## src/rtl/ldpc_ber_tester_frame_gen.sv

```systemverilog
// rtl/ldpc_ber_tester_frame_gen.sv - LDPC BER tester frame generator (AXI-Stream master)
//
// Emits frames of frame_bits bits as 128-bit beats toward a decoder / BER counter.
// A run is started with start, lasts num_frames frames (0 = until stop) and ends
// only on a frame boundary, so no partial frame is ever emitted.
//
// Ports:
//   clk, resetn                       clock, asynchronous active-low reset
//   start, stop                       run request / abort request (frame boundary)
//   frame_bits, num_frames            run configuration, sampled on accepted start
//   m_axis_tdata/tvalid/tready/tlast  stream toward the decoder
//   last_mask                         valid-bit mask of the final beat of each frame
//   busy, done, frames_sent           run status
//
// Macro LDPC_BER_TESTER_FRAME_GEN_PRBS_EN: when defined, tdata carries PRBS31
// (x^31+x^28+1, LSB first); otherwise tdata is the all-zero codeword.
module ldpc_ber_tester_frame_gen #(
    parameter int DATA_WIDTH      = 128,
    parameter int FRAME_CNT_WIDTH = 32
) (
    input  logic                       clk,
    input  logic                       resetn,
    input  logic                       start,
    input  logic                       stop,
    input  logic [15:0]                frame_bits,
    input  logic [FRAME_CNT_WIDTH-1:0] num_frames,
    output logic [DATA_WIDTH-1:0]      m_axis_tdata,
    output logic                       m_axis_tvalid,
    input  logic                       m_axis_tready,
    output logic                       m_axis_tlast,
    output logic [DATA_WIDTH-1:0]      last_mask,
    output logic                       busy,
    output logic                       done,
    output logic [FRAME_CNT_WIDTH-1:0] frames_sent
);

    typedef enum logic [1:0] {IDLE, RUN, DRAIN} state_t;

    state_t                     state_q, state_d;
    logic [9:0]                 beats_q, beats_d;
    logic [9:0]                 beat_cnt_q, beat_cnt_d;
    logic [FRAME_CNT_WIDTH-1:0] num_frames_q, num_frames_d;
    logic [FRAME_CNT_WIDTH-1:0] frames_sent_q, frames_sent_d;
    logic [FRAME_CNT_WIDTH-1:0] frames_inc;
    logic [DATA_WIDTH-1:0]      last_mask_q, last_mask_d;
    logic                       tvalid_q, tvalid_d;
    logic                       done_q, done_d;

    logic                       accept_start;
    logic                       xfer;
    logic                       at_last;
    logic                       final_frame;
    logic [9:0]                 start_beats;
    logic [DATA_WIDTH-1:0]      start_mask;
    logic [DATA_WIDTH-1:0]      one_w;

    assign accept_start = (state_q == IDLE) && start;
    assign xfer         = tvalid_q && m_axis_tready;
    assign at_last      = (beat_cnt_q == beats_q - 10'd1);
    assign frames_inc   = frames_sent_q + {{(FRAME_CNT_WIDTH-1){1'b0}}, 1'b1};
    // The frame that is completing is the last of a bounded run.
    assign final_frame  = (num_frames_q != '0) && (frames_inc == num_frames_q);

    // ceil(frame_bits/128); a zero length is treated as one full beat.
    assign start_beats = (frame_bits == 16'd0) ? 10'd1
                       : {1'b0, frame_bits[15:7]} + {9'd0, |frame_bits[6:0]};
    assign one_w       = {{(DATA_WIDTH-1){1'b0}}, 1'b1};
    assign start_mask  = (frame_bits[6:0] == 7'd0) ? {DATA_WIDTH{1'b1}}
                       : (one_w << frame_bits[6:0]) - one_w;

    always_comb begin
        state_d       = state_q;
        beats_d       = beats_q;
        beat_cnt_d    = beat_cnt_q;
        num_frames_d  = num_frames_q;
        frames_sent_d = frames_sent_q;
        last_mask_d   = last_mask_q;
        tvalid_d      = tvalid_q;
        done_d        = 1'b0;

        if (xfer) begin
            if (at_last) begin
                beat_cnt_d    = 10'd0;
                frames_sent_d = frames_inc;
            end else begin
                beat_cnt_d = beat_cnt_q + 10'd1;
            end
        end

        case (state_q)
            IDLE: begin
                if (start) begin
                    state_d       = RUN;
                    tvalid_d      = 1'b1;
                    beat_cnt_d    = 10'd0;
                    frames_sent_d = '0;
                    beats_d       = start_beats;
                    last_mask_d   = start_mask;
                    num_frames_d  = num_frames;
                end
            end
            RUN: begin
                // Frame boundary reached with a reason to end: nothing left in flight.
                if (xfer && at_last && (stop || final_frame)) begin
                    state_d  = DRAIN;
                    tvalid_d = 1'b0;
                end else if (stop) begin
                    state_d = DRAIN;
                end
            end
            DRAIN: begin
                if (!tvalid_q) begin
                    state_d = IDLE;
                    done_d  = 1'b1;
                end else if (xfer && at_last) begin
                    state_d  = IDLE;
                    tvalid_d = 1'b0;
                    done_d   = 1'b1;
                end
            end
            default: begin
                state_d  = IDLE;
                tvalid_d = 1'b0;
            end
        endcase
    end

    always_ff @(posedge clk or negedge resetn) begin
        if (!resetn) begin
            state_q       <= IDLE;
            beats_q       <= 10'd1;
            beat_cnt_q    <= 10'd0;
            num_frames_q  <= '0;
            frames_sent_q <= '0;
            last_mask_q   <= {DATA_WIDTH{1'b1}};
            tvalid_q      <= 1'b0;
            done_q        <= 1'b0;
        end else begin
            state_q       <= state_d;
            beats_q       <= beats_d;
            beat_cnt_q    <= beat_cnt_d;
            num_frames_q  <= num_frames_d;
            frames_sent_q <= frames_sent_d;
            last_mask_q   <= last_mask_d;
            tvalid_q      <= tvalid_d;
            done_q        <= done_d;
        end
    end

`ifdef LDPC_BER_TESTER_FRAME_GEN_PRBS_EN
    localparam logic [30:0] PRBS_SEED = 31'h7FFFFFFF;

    // Runs the generator DATA_WIDTH steps; returns {new state, bits in order}.
    // State bit 0 is the most recent output bit.
    function automatic logic [DATA_WIDTH+30:0] prbs_block(input logic [30:0] seed);
        logic [30:0]           s;
        logic [DATA_WIDTH-1:0] d;
        logic                  b;
        s = seed;
        d = '0;
        for (int i = 0; i < DATA_WIDTH; i++) begin
            b    = s[30] ^ s[27];
            d[i] = b;
            s    = {s[29:0], b};
        end
        return {s, d};
    endfunction

    logic [30:0]            prbs_q, prbs_d;
    logic [DATA_WIDTH-1:0]  tdata_q, tdata_d;
    logic [DATA_WIDTH+30:0] seed_blk, next_blk;

    assign seed_blk = prbs_block(PRBS_SEED);
    assign next_blk = prbs_block(prbs_q);

    // prbs_q is always the state just past the beat currently presented.
    always_comb begin
        prbs_d  = prbs_q;
        tdata_d = tdata_q;
        if (accept_start) begin
            {prbs_d, tdata_d} = seed_blk;
        end else if (xfer) begin
            {prbs_d, tdata_d} = next_blk;
        end
    end

    always_ff @(posedge clk or negedge resetn) begin
        if (!resetn) begin
            prbs_q  <= PRBS_SEED;
            tdata_q <= '0;
        end else begin
            prbs_q  <= prbs_d;
            tdata_q <= tdata_d;
        end
    end

    assign m_axis_tdata = tdata_q;
`else
    assign m_axis_tdata = '0;
`endif

    assign m_axis_tvalid = tvalid_q;
    assign m_axis_tlast  = tvalid_q && at_last;
    assign last_mask     = last_mask_q;
    assign busy          = (state_q != IDLE);
    assign done          = done_q;
    assign frames_sent   = frames_sent_q;

endmodule
```

## config.mk

```make
export PLATFORM = sky130hd
export DESIGN_NAME = ldpc_ber_tester_frame_gen
export DESIGN_NICKNAME = d
export VERILOG_FILES = /design/src/rtl/ldpc_ber_tester_frame_gen.sv
export SDC_FILE = /design/constraint.sdc
export NUM_CORES = 1
export LEC_CHECK = 0
export ABC_CLOCK_PERIOD_IN_PS = 3450
export CAP_MARGIN = 30
export CORE_MARGIN = 2
export CORE_UTILIZATION = 50
export CTS_CLUSTER_DIAMETER = 120
export DETAILED_ROUTE_END_ITERATION = 6
export PLACE_DENSITY = 0.81
export SLEW_MARGIN = 20
export SYNTH_ARGS = -nofsm -noshare
export SYNTH_HDL_FRONTEND = slang
export SYNTH_SLANG_ARGS = --single-unit
```

## constraint.sdc

```tcl
create_clock -name clk -period 3.45 [get_ports clk]
set_clock_uncertainty 0.05 [all_clocks]
set_input_delay 0.5175 -clock clk [delete_from_list [all_inputs] [get_ports clk]]
set_output_delay 0.5175 -clock clk [all_outputs]
set_load 0.05 [all_outputs]
```

==> results of run 1 <==
==> routing by layer <==
metal / up-vias / share of wire [%] / global-route usage, %
met4: 0 / 4.8 / 13.86
met2: 663 / 47 / 51.80
met3: 136 / 7.6 / 4.524
li1: 5968 / - / -
met5: - / 0 / 0
met1: 6315 / 40 / 42.61
==> Yosys cell counts, types with 8 or more instances <==
library cell / instances
nand3_1: 42
inv_1: 23
nor4_1: 20
dfrtp_1: 87
o21ai_0: 113
nand2_1: 249
o31ai_1: 9
xnor2_1: 78
a21oi_1: 111
nor2_1: 202
dfstp_2: 129
xor2_1: 44
nand2b_1: 8
or3_1: 18
clkbuf_1: 99
a31oi_1: 59
nor3_1: 38
and2_1: 12
and3_1: 19
buf_4: 129
and4_1: 10
a21o_1: 8
nand4_1: 17
o22ai_1: 15
==> metrics by stage <==
| step | cells | cell area (um2) |
|---|---|---|
| final | 2253 | 17170 |
| after global routing | 2253 | 17170 |
| after CTS | 2253 | 17140 |
| after detailed placement | 2203 | 16150 |
| after global placement | 2203 | 16150 |
| after floorplan | 1800 | 14180 |
==> kinds of logic (layout without fill, tap and decap cells) <==
kind of cell,count (synthesis),after routing,share of synthesized area (%)
AND/OR/NAND/NOR,679,679,23.20
AO/OA/AOI/OAI,375,375,16.16
buffers and inverters,265,377,10.87
XOR/XNOR,122,122,7.811
multiplexers,9,9,0.6859
adder cells (fa/ha/maj),6,6,0.5487
other,1,128,0.02741
flip-flops,216,216,40.69
==> state kept, by name (all words and copies together), names as in the netlist <==
signal         count
beats_q           10
done               1
beat_cnt_q        10
state_q            2
last_mask        128
frames_sent       32
num_frames_q      32
m_axis_tvalid      1
==> final cells by class <==
cell class | instances | area (um2)
clock buffer | 37 | 750.7
clock inverter | 9 | 167.7
fill | 2264 | 9703
inverter | 24 | 90.09
multi-input combinational | 1319 | 7213
sequential | 216 | 5568
tap | 341 | 426.7
timing repair buffer | 307 | 2957
==> what timing repair did <==
item,in CTS,in global routing
endpoints found under the hold margin,56,0
gates cloned,0,0
setup buffers,3,0
hold buffers,1,0
pin swaps,4,5
resized for setup,7,7
setup endpoints to repair,1,4
==> cell usage in the layout, fill, tap and decap left out, types with 59 or more instances in the layout <==
cell,instances
dfrtp_1,86
xnor2_1,77
nor2_1,199
clkdlybuf4s50_1,213
buf_4,82
conb_1,128
nand2_1,247
a21oi_1,111
a31oi_1,59
o21ai_0,113
dfstp_2,129
==> report_power, final <==
| part | total [uW] | internal [uW] | leakage [uW] | switching, uW |
|---|---|---|---|---|
| Sequential | 4750 | 3940 | 0.00250 | 810 |
| Combinational | 7260 | 2340 | 0.00418 | 4920 |
| Clock | 2920 | 1810 | 0.000441 | 1110 |
| Total | 14900 | 8090 | 0.00712 | 6840 |
==> path summary, 6_finish.rpt <==
kind,startpoint,end,slack [ps],cells after the start
hold / removal,last_mask[119],last_mask[119],410,2
setup reg to reg,frames_sent[1],state_q[0],190,9
max in group asynchronous,resetn,last_mask[61],1910,3
hold reg to reg,last_mask[119],last_mask[119],410,2
setup / recovery,beats_q[0],m_axis_tlast,110,9
min in group asynchronous,resetn,beat_cnt_q[1],510,2
==> critical path, stage by stage, from the launching register on <==
cell,delay (ps)
dfstp_2,590
inv_2,70
ha_4,180
xor2_1,150
nor2_1,90
a211oi_1,60
nand2b_1,180
or3b_4,420
nor4_4,310
buf_12,180
==> summary.md, run 1 <==
| Metric | Value |
|---|---|
| Htree depth | `1` |
| Async SR Flop Fraction | `100.0%` |
| Setup TNS | `0 ps` |
| Synth area leader | `dfstp_2` |
| Row Count | `60` |
| Final Setup Violations | `0` |
| Diode count | `0` |
| Post-synth top area share | `24.78%` |
| Ys Warns | `0` |
| RePlAce Congestion | `between 1 and 1.5` |
| Synth-to-Final Area Change | `25.53%` |
| Gr ovfl total | `0` |
| Vias in the first global route | `roughly 13000` |
| DP Worst Slack | `around 140 ps` |
| Maxcap violations | `0` |
| Fin worst setup slack | `roughly 110 ps` |
| Worst vdd ir | `0.0007790 V` |
| HP Class | `flip-flop to flip-flop` |
| Synthesized instance count | `between 1500 and 2000` |
| Synth Cell Area | `0.01368 mm2` |
| Synth unique cells | `between 70 and 80` |
| Setup CP Type | `flip-flop to output pin` |
| CTS tree | `done` |
| Nets | `about 2000` |
| Crit end category | `output pin` |
| EDFF count, synth | `0` |
| Yosys reg bits | `roughly 220` |
| Slew Limit Headroom | `between 40% and 50%` |
| Routed length per placed instance | `~21 um` |
| Largest net degree at the start of global routing | `80` |
| Clock transition at path regs | `~60 ps` |
| Starting density of the core | `50.90%` |
| Die width | `169.4 um` |
| Leak | `approximately 0.007 uW` |
| Power density over the cells | `869.5 mW/mm2` |
| Final hold viol count | `0` |
| Port buffer count | `between 200 and 250` |
| DRC viols | `0` |
| Initial antenna violation count | `0` |
| Worst path required time | `roughly 2900 ps` |
| I/O pins | `between 300 and 400` |
| Core region area | `roughly 0.027 mm2` |
| Drt initial violations | `around 1400` |
| Layout cells sized above 1 | `15.90%` |
| Tcrit/Tclk final | `a little over nine tenths` |
| Tmin final | `approximately 3300 ps` |
| Unrepaired setup endpoints after global routing | `yes` |
| Crit path arrival time | `2770 ps` |
| DR vias/cell | `5.806` |
| Worst hold slack | `~400 ps` |
| CTS buffer count | `25` |
| DRT antenna net count | `0` |
| Dpl hpwl | `33530 um` |
| Pins Over Slew Limit | `0` |
| First-pass GRT wire length | `72260 um` |
| Bufs on Longest Clock Path | `3` |
| Sequential element share of the synthesized area | `approximately two fifths` |
| Top FF cell, synth | `dfstp_2` |
| Outcome | `completed` |
| Final Util | `63.90%` |
| Worst Setup Start Kind | `flip-flop` |
| Syn_area_per_cell | `slightly above 8 um2` |
| First-pass DRT Iterations | `6` |
| DRT Wirelength | `between 40000 and 50000 um` |
| Tightest Pin Transition | `between 800 and 900 ps` |
| Clock sink count | `216` |
| Final total power | `between 10000 and 15000 uW` |
| CP max FO | `5` |
| Cells taking the most area after synthesis | `dfstp_2, dfrtp_1, buf_4` |
| Die area | `0.02870 mm2` |
| Root Buffer | `clkbuf_16` |
| Clk_lat worst skew | `540 ps` |
| Tot GR Track Use | `31.85%` |
| Die Ht | `~170 um` |
| Fmax achieved | `between 200 and 300 MHz` |
| Vias | `between 10000 and 15000` |
No activity file was read; power rests on OpenSTA's default activity.
==> inputs of run 2 (changes only) <==
- ABC_AREA: unset -> 1
- CORE_UTILIZATION: 50 -> 52
- PLACE_DENSITY: 0.81 -> 0.82
- SLEW_MARGIN: 20 -> 15
==> run 2 against run 1 <==
The run now ends with hold timing left. Utilization grew 2.7 points. Combinational power increased by 14%. Wire length is 31% higher. Synthesized cell count up 40%. Clock power shrank 8.6%. Flip-flop and latch count unchanged. Register-to-register slack gained 200 ps. Global-route usage up 4.8 points. Non-clock buffer count up 111. Cell area increased by 18%. Worst hold slack worse by 420 ps. Largest cell class unchanged. Highest routed layer is now met5.
==> summary.md, run 2 <==
| Metric | Value |
|---|---|
| FF-to-FF End | `m_axis_tvalid` |
| Largest net degree at the start of global routing | `~190` |
| Pins Over Slew Limit | `0` |
| Leak | `0.01058 uW` |
| CP max stage cell | `dfstp_2` |
| Maxcap violations | `0` |
| Synth-to-Final Area Change | `26.65%` |
| Ys Warns | `0` |
| Nets | `2763` |
| Post-CTS setup buffers | `0` |
| Final Util | `approximately two thirds` |
| Clk_lat worst skew | `560 ps` |
| Synth Cell Area | `between 0.015 and 0.02 mm2` |
| Layout cells sized above 1 | `between 15 and 20%` |
| RePlAce Congestion | `roughly 1.1` |
| Clock transition at path regs | `60 ps` |
| Die Ht | `around 180 um` |
| Worst path cell trace | `inv_1 -> ha_1 -> nand2_1 -> xor2_1 -> or2_2 -> nand2_1 -> inv_1 -> nand2_1 -> nor3_2 -> nand4_1 -> inv_1 -> buf_4` |
| CP max FO | `5` |
| Crit end category | `output pin` |
| Outcome | `finished with violations` |
| CTS buffer count | `25` |
| First-pass GRT wire length | `93990 um` |
| R2R setup slack | `390 ps` |
| Clock sink count | `between 200 and 250` |
| Sequential element share of the synthesized area | `between 30% and 40%` |
| DRT antenna net count | `0` |
| Worst vdd ir | `about 0.00066 V` |
| Crit path arrival time | `between 2000 and 3000 ps` |
| Drt initial violations | `1723` |
| First-pass DRT Iterations | `6` |
| Htree depth | `1` |
| Synth unique cells | `54` |
| DRC viols | `0` |
| CP Buf/Inv Count | `4` |
| Tcrit/Tclk final | `about 93%` |
| Die width | `between 150 and 200 um` |
| Async SR Flop Fraction | `100.0%` |
| R2R depth | `20` |
| Synthesized instance count | `roughly 2300` |
| Row Count | `64` |
| Worst hold slack | `-18.68 ps` |
| HP Class | `primary input to async pin` |
| Diode count | `0` |
| Crit path largest cell delay | `between 500 and 600 ps` |
| Fin worst setup slack | `about 250 ps` |
| FILL cells | `roughly 2700` |
| Post-synth top area share | `about a fifth` |
| Post_cts resized | `0` |
| Vias | `~18000` |
| Synth area leader | `dfstp_2` |
| RR Startpoint | `frames_sent[1]` |
| DRT Wirelength | `about 61000 um` |
| Family with the most delay on the worst path | `simple AND/OR/NAND/NOR gates` |
| Synth top cells by count | `nand2_1, nor2_1, inv_1` |
| Root Buffer | `clkbuf_16` |
| Commonest cells after routing, fill and taps aside | `nand2_1, nor2_1, inv_1` |
| Yosys reg bits | `216` |
| Syn_area_per_cell | `between 6 and 7 um2` |
| Final total power | `between 15000 and 20000 uW` |
| Max FFs per register | `between 100 and 150` |
| Routed length per placed instance | `just under 20 um` |
| EDFF count, synth | `0` |
| Gr ovfl total | `0` |
| Final hold viol count | `20` |
| Die area | `between 0.03 and 0.04 mm2` |
| Fmax achieved | `approximately 310 MHz` |
| DR vias/cell | `roughly 5.6` |
| Top FF cell, synth | `dfstp_2` |
| Tmin final | `3205 ps` |
| Starting density of the core | `roughly 53%` |
| CTS Hold Buffers Added | `0` |
| Worst Setup Start Kind | `flip-flop` |
| Most frequent cell after synthesis | `nand2_1` |
| Slew Limit Headroom | `43.42%` |
| DP Worst Slack | `-147.5 ps` |
| Most common cell after layout, fill and taps aside | `nand2_1` |
| Cells taking the most area after synthesis | `dfstp_2, dfrtp_1, nand2_1` |
| Initial antenna violation count | `1` |
| Vias in the first global route | `around 17000` |
| Port buffer count | `~220` |
| Bufs on Longest Clock Path | `3` |
| Worst path required time | `2880 ps` |
| I/O pins | `between 300 and 400` |
| Dpl hpwl | `between 40000 and 50000 um` |
| Core region area | `about 0.030 mm2` |
| CTS tree | `done` |
| Failing checks | `hold timing` |
| Power density over the cells | `778.9 mW/mm2` |
| Tightest Pin Transition | `848.6 ps` |
| Tot GR Track Use | `between 30% and 40%` |
| Setup CP Type | `flip-flop to output pin` |
| Final Setup Violations | `0` |
-- run 2: routing by layer --
| layer | part of all wire (%) | routed length [um] | vias to the layer above | GRT usage, % |
|---|---|---|---|---|
| li1 | - | - | 8109 | - |
| met1 | 40 | 24710 | 8346 | 48.03 |
| met2 | 47 | 29000 | 906 | 60.98 |
| met3 | 8.4 | 5164 | 177 | 6.240 |
| met4 | 4.1 | 2543 | 2 | 13.43 |
| met5 | 0.021 | 13 | - | 0 |
-- run 2: final cells by class --
cell class                 instances  area, um2  area share (%)
clock buffer                      39      738.2           3.644
timing repair buffer             418       3795           18.73
inverter                         235      884.6           4.366
sequential                       216       5567           27.47
tap                              396      495.5           2.445
clock inverter                     7      75.07          0.3705
multi-input combinational       1808       8706           42.97
-- run 2: report_power, final --
group          switching, uW  total [uW]  internal [uW]  leakage (uW)
combinational           5750        8300           2550       0.00768
clock                   1120        2670           1550      0.000404
sequential               797        4800           4010       0.00250
-- run 2: worst max-delay path by stage --
stage | start | end | slack (ps) | cells past startpoint
after floorplan | frame_bits[3] | last_mask[102] | 590 | 22
after global placement | frame_bits[1] | last_mask[94] | -70 | 15
after detailed placement | frame_bits[0] | last_mask[94] | -150 | 15
after CTS | beats_q[0] | m_axis_tlast | 170 | 10
after global routing | beats_q[0] | m_axis_tlast | -7 | 12
final | beats_q[0] | m_axis_tlast | 250 | 12
-- run 2: through the flow --
| stage | cells | instance area [um2] | setup TNS, ps |
|---|---|---|---|
| after floorplan | 2470 | 16470 | 0 |
| after global placement | 3073 | 19430 | -271.4 |
| after detailed placement | 3073 | 19430 | -1127 |
| after CTS | 3119 | 20250 | 0 |
| after global routing | 3119 | 20260 | -6.787 |
| final | 3119 | 20260 | 0 |
-- run 2: cell families after synthesis --
kind of cell,synth area share (%)
compound gates,8.290
xor+xnor,4.169
fa+ha+maj,0.4693
buf+inv,13.94
flops,34.80
other cells,0.02344
simple gates,38.32
